[config.mk]
export PLATFORM = sky130hd
export DESIGN_NAME = lcd_pio_sequencer
export DESIGN_NICKNAME = d
export VERILOG_FILES = /design/src/rtl/lcd_pio_sequencer.sv
export SDC_FILE = /design/constraint.sdc
export NUM_CORES = 1
export LEC_CHECK = 0
export CORE_MARGIN = 3
export CORE_UTILIZATION = 57
export CTS_CLUSTER_SIZE = 40
export DETAILED_ROUTE_END_ITERATION = 16
export HOLD_SLACK_MARGIN = 0.08
export PLACE_DENSITY = 0.93
export SLEW_MARGIN = 25
export SYNTH_ARGS = -nofsm -noshare
export SYNTH_HDL_FRONTEND = slang
export SYNTH_SLANG_ARGS = --single-unit
[constraint.sdc]
create_clock -name clk -period 3.82 [get_ports clk]
set_input_delay 0.382 -clock clk [delete_from_list [all_inputs] [get_ports clk]]
set_output_delay 0.382 -clock clk [all_outputs]
set_load 0.02 [all_outputs]
[src/rtl/lcd_pio_sequencer.sv]
// -----------------------------------------------------------------------------
// lcd_pio_sequencer
// Consumer end of the host->LCD PIO path. Turns 32-bit command words written by
// the host into HD44780 write cycles (setup / enable / hold / execution wait),
// runs the LCD power-up init sequence and buffers one command while busy.
//
// Ports
//   clk         system clock (PCIe application clock feeding the PIOs)
//   rstn        asynchronous active-low reset
//   cmd_word    [7:0] data, [8] rs, [29] lcd_on, [30] blon, [31] toggle strobe
//   lcd_data    LCD data bus
//   lcd_rs      register select (0 = command, 1 = data)
//   lcd_rw      constant 0, write only
//   lcd_en      enable strobe
//   lcd_on      LCD power, registered copy of cmd_word[29]
//   lcd_blon    backlight, registered copy of cmd_word[30]
//   busy        high while not idle or while a command is pending
//   ack_toggle  flips once per completed host command
//   overflow    sticky: a command was dropped; cleared only by reset
// -----------------------------------------------------------------------------
module lcd_pio_sequencer #(
  parameter int SETUP_CYC     = 2,
  parameter int EN_CYC        = 12,
  parameter int HOLD_CYC      = 2,
  parameter int EXEC_CYC      = 2000,
  parameter int LONG_EXEC_CYC = 82000,
  parameter int PWRUP_CYC     = 750000,
  parameter bit INIT_EN       = 1'b1
) (
  input  logic        clk,
  input  logic        rstn,
  input  logic [31:0] cmd_word,
  output logic [7:0]  lcd_data,
  output logic        lcd_rs,
  output logic        lcd_rw,
  output logic        lcd_en,
  output logic        lcd_on,
  output logic        lcd_blon,
  output logic        busy,
  output logic        ack_toggle,
  output logic        overflow
);

  function automatic int max2(input int a, input int b);
    return (a > b) ? a : b;
  endfunction

  localparam int MAX_CYC = max2(max2(max2(SETUP_CYC, EN_CYC), max2(HOLD_CYC, EXEC_CYC)),
                                max2(LONG_EXEC_CYC, PWRUP_CYC));
  localparam int CNT_W   = $clog2(MAX_CYC + 1);

  // Counters are loaded with (duration - 1) and the state advances when they hit 0.
  localparam logic [CNT_W-1:0] SETUP_LD = CNT_W'(SETUP_CYC - 1);
  localparam logic [CNT_W-1:0] EN_LD    = CNT_W'(EN_CYC - 1);
  localparam logic [CNT_W-1:0] HOLD_LD  = CNT_W'(HOLD_CYC - 1);
  localparam logic [CNT_W-1:0] EXEC_LD  = CNT_W'(EXEC_CYC - 1);
  localparam logic [CNT_W-1:0] LONG_LD  = CNT_W'(LONG_EXEC_CYC - 1);
  localparam logic [CNT_W-1:0] PWRUP_LD = CNT_W'(PWRUP_CYC - 1);
  localparam logic [CNT_W-1:0] RST_CNT  = INIT_EN ? PWRUP_LD : '0;

  typedef enum logic [2:0] {
    ST_PWRUP,
    ST_INIT,
    ST_IDLE,
    ST_SETUP,
    ST_EN_HIGH,
    ST_HOLD,
    ST_EXEC
  } state_t;

  localparam state_t RST_STATE = INIT_EN ? ST_PWRUP : ST_IDLE;

  // Init ROM: 8-bit 2-line 5x8 font, display on / cursor off, clear, entry mode.
  function automatic logic [7:0] rom_word(input logic [1:0] idx);
    case (idx)
      2'd0:    return 8'h38;
      2'd1:    return 8'h0C;
      2'd2:    return 8'h01;
      default: return 8'h06;
    endcase
  endfunction

  // Clear display and return home need the long execution wait.
  function automatic logic is_long(input logic rs, input logic [7:0] data);
    return !rs && (data >= 8'h01) && (data <= 8'h03);
  endfunction

  state_t           state;
  logic [CNT_W-1:0] cnt;
  logic             prev_tog;
  logic             pend_vld;
  logic [8:0]       pend_word;
  logic             init_act;
  logic [2:0]       init_idx;

  logic             new_cmd;
  logic             pend_load;
  logic             launch;
  logic [8:0]       launch_word;
  logic             unused_bits;

  assign unused_bits = ^cmd_word[28:9];

  assign new_cmd = cmd_word[31] ^ prev_tog;

  // In IDLE the buffer is emptied by the launch, so a new word is only buffered
  // when the launch came from the buffer; otherwise it launches directly.
  always_comb begin
    pend_load = 1'b0;
    if (new_cmd) begin
      if (state == ST_IDLE) pend_load = pend_vld;
      else                  pend_load = !pend_vld;
    end
  end

  always_comb begin
    launch      = 1'b0;
    launch_word = pend_word;
    case (state)
      ST_IDLE: begin
        if (pend_vld) begin
          launch = 1'b1;
        end else if (new_cmd) begin
          launch      = 1'b1;
          launch_word = cmd_word[8:0];
        end
      end
      ST_INIT: begin
        launch      = 1'b1;
        launch_word = {1'b0, rom_word(init_idx[1:0])};
      end
      default: ;
    endcase
  end

  always_ff @(posedge clk) begin
    if (pend_load) pend_word <= cmd_word[8:0];
  end

  assign lcd_rw = 1'b0;
  assign busy   = (state != ST_IDLE) || pend_vld;

  always_ff @(posedge clk or negedge rstn) begin
    if (!rstn) begin
      state      <= RST_STATE;
      cnt        <= RST_CNT;
      prev_tog   <= 1'b0;
      pend_vld   <= 1'b0;
      overflow   <= 1'b0;
      lcd_data   <= 8'h00;
      lcd_rs     <= 1'b0;
      lcd_en     <= 1'b0;
      lcd_on     <= 1'b0;
      lcd_blon   <= 1'b0;
      ack_toggle <= 1'b0;
      init_act   <= 1'b0;
      init_idx   <= 3'd0;
    end else begin
      prev_tog <= cmd_word[31];
      lcd_on   <= cmd_word[29];
      lcd_blon <= cmd_word[30];

      if (new_cmd && (state != ST_IDLE) && pend_vld) overflow <= 1'b1;

      if (state == ST_IDLE) pend_vld <= pend_load;
      else if (pend_load)   pend_vld <= 1'b1;

      case (state)
        ST_PWRUP: begin
          if (cnt == '0) state <= ST_INIT;
          else           cnt   <= cnt - 1'b1;
        end
        ST_INIT, ST_IDLE: begin
          if (launch) begin
            state    <= ST_SETUP;
            cnt      <= SETUP_LD;
            lcd_data <= launch_word[7:0];
            lcd_rs   <= launch_word[8];
            init_act <= (state == ST_INIT);
            if (state == ST_INIT) init_idx <= init_idx + 3'd1;
          end
        end
        ST_SETUP: begin
          if (cnt == '0) begin
            state  <= ST_EN_HIGH;
            lcd_en <= 1'b1;
            cnt    <= EN_LD;
          end else begin
            cnt <= cnt - 1'b1;
          end
        end
        ST_EN_HIGH: begin
          if (cnt == '0) begin
            state  <= ST_HOLD;
            lcd_en <= 1'b0;
            cnt    <= HOLD_LD;
          end else begin
            cnt <= cnt - 1'b1;
          end
        end
        ST_HOLD: begin
          if (cnt == '0) begin
            state <= ST_EXEC;
            cnt   <= is_long(lcd_rs, lcd_data) ? LONG_LD : EXEC_LD;
          end else begin
            cnt <= cnt - 1'b1;
          end
        end
        ST_EXEC: begin
          if (cnt == '0) begin
            if (init_act) begin
              // init_idx has already advanced past the entry just written
              state <= (init_idx == 3'd4) ? ST_IDLE : ST_INIT;
            end else begin
              state      <= ST_IDLE;
              ack_toggle <= ~ack_toggle;
            end
          end else begin
            cnt <= cnt - 1'b1;
          end
        end
        default: state <= ST_IDLE;
      endcase
    end
  end

endmodule

==> reports/results.txt <==
area of the die: 6000 µm²
TritonCTS buffer count: 5
xor/xnor share of the synthesized area: 3.01%
All-Layer GR Usage: 23.9%
initial core utilization: 60.4%
fin crit share: 80.4%
arrival time worst endpoint: 2.69 ns
Max IR drop VDD: 269 µV
post-layout min period: 3.07 ns
critical path's slowest cell: dfrtp_1
CP bufs+invs: 3
CP Data Required Time: 3.44 ns
worst hold margin: 0.215 ns
Post-Synth Adder-Cell Area: 3.78%
IO Count: 50
crit path to: busy
share of post-route cells with drive strength above 1: 14.0%
vias in the first global route: 2,419
Worst Setup SP: state[1]$_DFFE_PN0P_
Worst-Skew Late Latency: 0.31 ns
Final ANT Viol Nets: 0
post-synth cell types: 57
Post-DP HPWL: 4560 µm
FP Rows: 25
drt total wl: 6670 µm
Final setup viols: 0
M3 GR Usage: 3.60%
Synth warnings: 0
Design Area, Final: 3350 µm²
r2r endpoint: cnt[11]$_DFFE_PN0P_
CP Launch Type: register
first-pass GRT wire length: 11,600 µm
critical path fanouts, max: 20
Setup Skew: 0.0106 ns
DR vias: 2,487
final design utilization: 69.6%
f_max: 326 MHz
Primary FF master, synth: dfrtp_1
syn_nets: 337
Seq/Total Area, Yosys: 46.8%
vias per cell: 6.41
max cap viols: 0
TritonRoute pass-1 iters: 5
EDFF count, synth: 9
largest family of logic cells by synthesized area: simple AND/OR/NAND/NOR gates
Syn Inst Count: 295
die width: 77.4 µm
Setup Buffers After CTS: 0
most used cell, CP: inv_1
Hold Buf Count CTS: 0
die height: 77.4 µm
compound-gate portion of the synthesized area: 16.6%
Antenna Cells: 0
Leak Pwr: 0.00129 µW
mux share of post-synthesis cell area: 5.12%
core area: 4820 µm²
RSZ-0062 raised after global routing: false
DR iter-0 viols: 257
largest net degree at the start of global routing: 44
Layout area overhead: 15.2%
CTS tree: yes
total grt overflow: 0
status: finished clean
nets: 362
placed instance area: 3240 µm²
Remaining DRCs: 0
R2R Setup Slk: 1.15 ns
ys async rst share: 82.7%
clock slew at reported path FFs: 0.09 ns
initial antenna violation count: 0
CP Capture Type: output pin
synthesized area per cell: 9.86 µm²
pwr dens: 304 nW/µm²
I/O Buffers: 28
worst reg2reg path depth: 8
gpl congestion: 0.902
CTS H-tree depth: 2
Worst path top cell family by delay: buffers and inverters
CP Class: reg -> out
Final Hold Violating Endpoints: 0
drt wl/cell: 17.2 µm
worst r2r src: cnt[0]$_DFFE_PN1P_
post-CTS resize count: 0
met2 Use GR: 39.2%
Clock Sinks: 52
synthesized flop and latch total: 52
Final Slew Violations: 0
critical path depth: 5
Worst slew margin: 37.3%
maximum buffer depth of the clock tree: 2
simple-gate share of the synthesized area: 21.0%
TNS Setup: 0 ns
busiest grt layer: met2
Tightest Hold Check Type: in -> async
Least-Margin Pin Slew: 0.940 ns
critical path's largest stage delay: 0.71 ns
post-synth design cell area: 2910 µm²
Clock Tree Root: clkbuf_8
met1 usage: 31.8%
crit-path cells: or3b_2, inv_1, ha_1, inv_1, clkdlybuf4s50_1
## Yosys cell counts, drive strengths merged (2+ instances only)
| cell type | n | area [µm²] |
|---|---|---|
| xor2 | 5 | 43.8 |
| xnor2 | 5 | 43.8 |
| nand2 | 23 | 86.3 |
| a21oi | 13 | 65.1 |
| buf | 5 | 27.5 |
| nor4 | 10 | 83.8 |
| nor2b | 3 | 18.8 |
| nor2 | 25 | 106 |
| or4 | 5 | 41.3 |
| nor3 | 10 | 55.1 |
| and2 | 3 | 18.8 |
| ha | 8 | 100 |
| o22ai | 2 | 12.5 |
| a21o | 8 | 60.1 |
| a221oi | 2 | 17.5 |
| mux2 | 7 | 78.8 |
| o31ai | 7 | 52.6 |
| dfstp | 13 | 342 |
| a22o | 2 | 17.5 |
| a31o | 3 | 26.3 |
| dfrtp | 30 | 751 |
| or3 | 6 | 37.5 |
| a211oi | 3 | 22.5 |
| and3 | 3 | 18.8 |
| nand2b | 4 | 25.0 |
| a31oi | 2 | 12.5 |
| o21ai | 23 | 115 |
| nand3 | 12 | 60.1 |
| inv | 10 | 37.5 |
| edfxtp | 9 | 270 |
| clkbuf | 10 | 37.5 |
| nor4b | 2 | 17.5 |
| mux2i | 7 | 70.1 |
## registers in the layout, indices dropped and copies added, names as in the netlist, 3 cells and up
register / count
cnt: 20
pend_word: 9
lcd_data: 8
init_idx: 3
state: 3
## layer usage
metal	up-vias	wire (µm)
li1	1130	-
met3	25	414
met4	0	170
met2	128	3250
met5	-	0
met1	1204	2840
## where the power goes
| group | leakage [µW] | switching (µW) | internal (µW) |
|---|---|---|---|
| Sequential | 0.000567 | 4.30 | 575 |
| Clock | 0.0000558 | 182 | 198 |
| Combinational | 0.000672 | 33.2 | 24.8 |
| Total | 0.00129 | 220 | 798 |
## placed cells by master (no fill, tap or decap), types with 4 or more instances in the layout
| cell type | n |
|---|---|
| dfrtp_1 | 30 |
| clkdlybuf4s50_1 | 27 |
| nand2_1 | 23 |
| nor2_1 | 22 |
| o21ai_0 | 21 |
| a21oi_1 | 13 |
| dfstp_2 | 13 |
| nand3_1 | 12 |
| inv_1 | 10 |
| nor3_1 | 9 |
| edfxtp_1 | 9 |
| nor4_1 | 8 |
| a21o_1 | 8 |
| ha_1 | 8 |
| mux2_2 | 7 |
| o31ai_1 | 7 |
| mux2i_1 | 7 |
| or3_1 | 6 |
| xor2_1 | 5 |
| xnor2_1 | 5 |
| clkbuf_8 | 5 |
| buf_4 | 5 |
| nand2b_1 | 4 |
| or4_1 | 4 |
## cells by family (layout without fill, tap and decap cells)
| family | count (synthesis) | count (layout) |
|---|---|---|
| flops | 52 | 52 |
| simple gates | 111 | 111 |
| compound gates | 73 | 73 |
| mux | 14 | 14 |
| fa+ha+maj | 9 | 9 |
| buf+inv | 25 | 51 |
| xor+xnor | 10 | 10 |
| other cells | 1 | 1 |
## how the worst min path moves through the flow
stage / from / end / slack [ns] / cells past startpoint
after detailed placement: ack_toggle$_DFFE_PN0P_ / ack_toggle$_DFFE_PN0P_ / 0.47 / 1
after global placement: ack_toggle$_DFFE_PN0P_ / ack_toggle$_DFFE_PN0P_ / 0.46 / 1
after CTS: rstn / cnt[6]$_DFFE_PN0P_ / 0.24 / 1
after global routing: rstn / cnt[18]$_DFFE_PN0P_ / 0.27 / 1
final: rstn / cnt[15]$_DFFE_PN0P_ / 0.22 / 1
after floorplan: rstn / ack_toggle$_DFFE_PN0P_ / 0.09 / 0
## metrics by stage
step	total power (µW)	setup slack, ns	instances
after global placement	645	1.19	380
after CTS	1020	0.776	388
after detailed placement	649	1.13	380
after floorplan	617	1.71	295
final	1020	0.750	388
after global routing	1050	0.648	388
## cell type report
class                      count  area, µm²
multi-input combinational    218       1440
fill                         385       1470
tap                           67       83.8
sequential                    52       1360
inverter                      10       37.5
clock buffer                   6       72.6
clock inverter                 2       38.8
timing repair buffer          33        313
(Power assumes the default switching activity.)
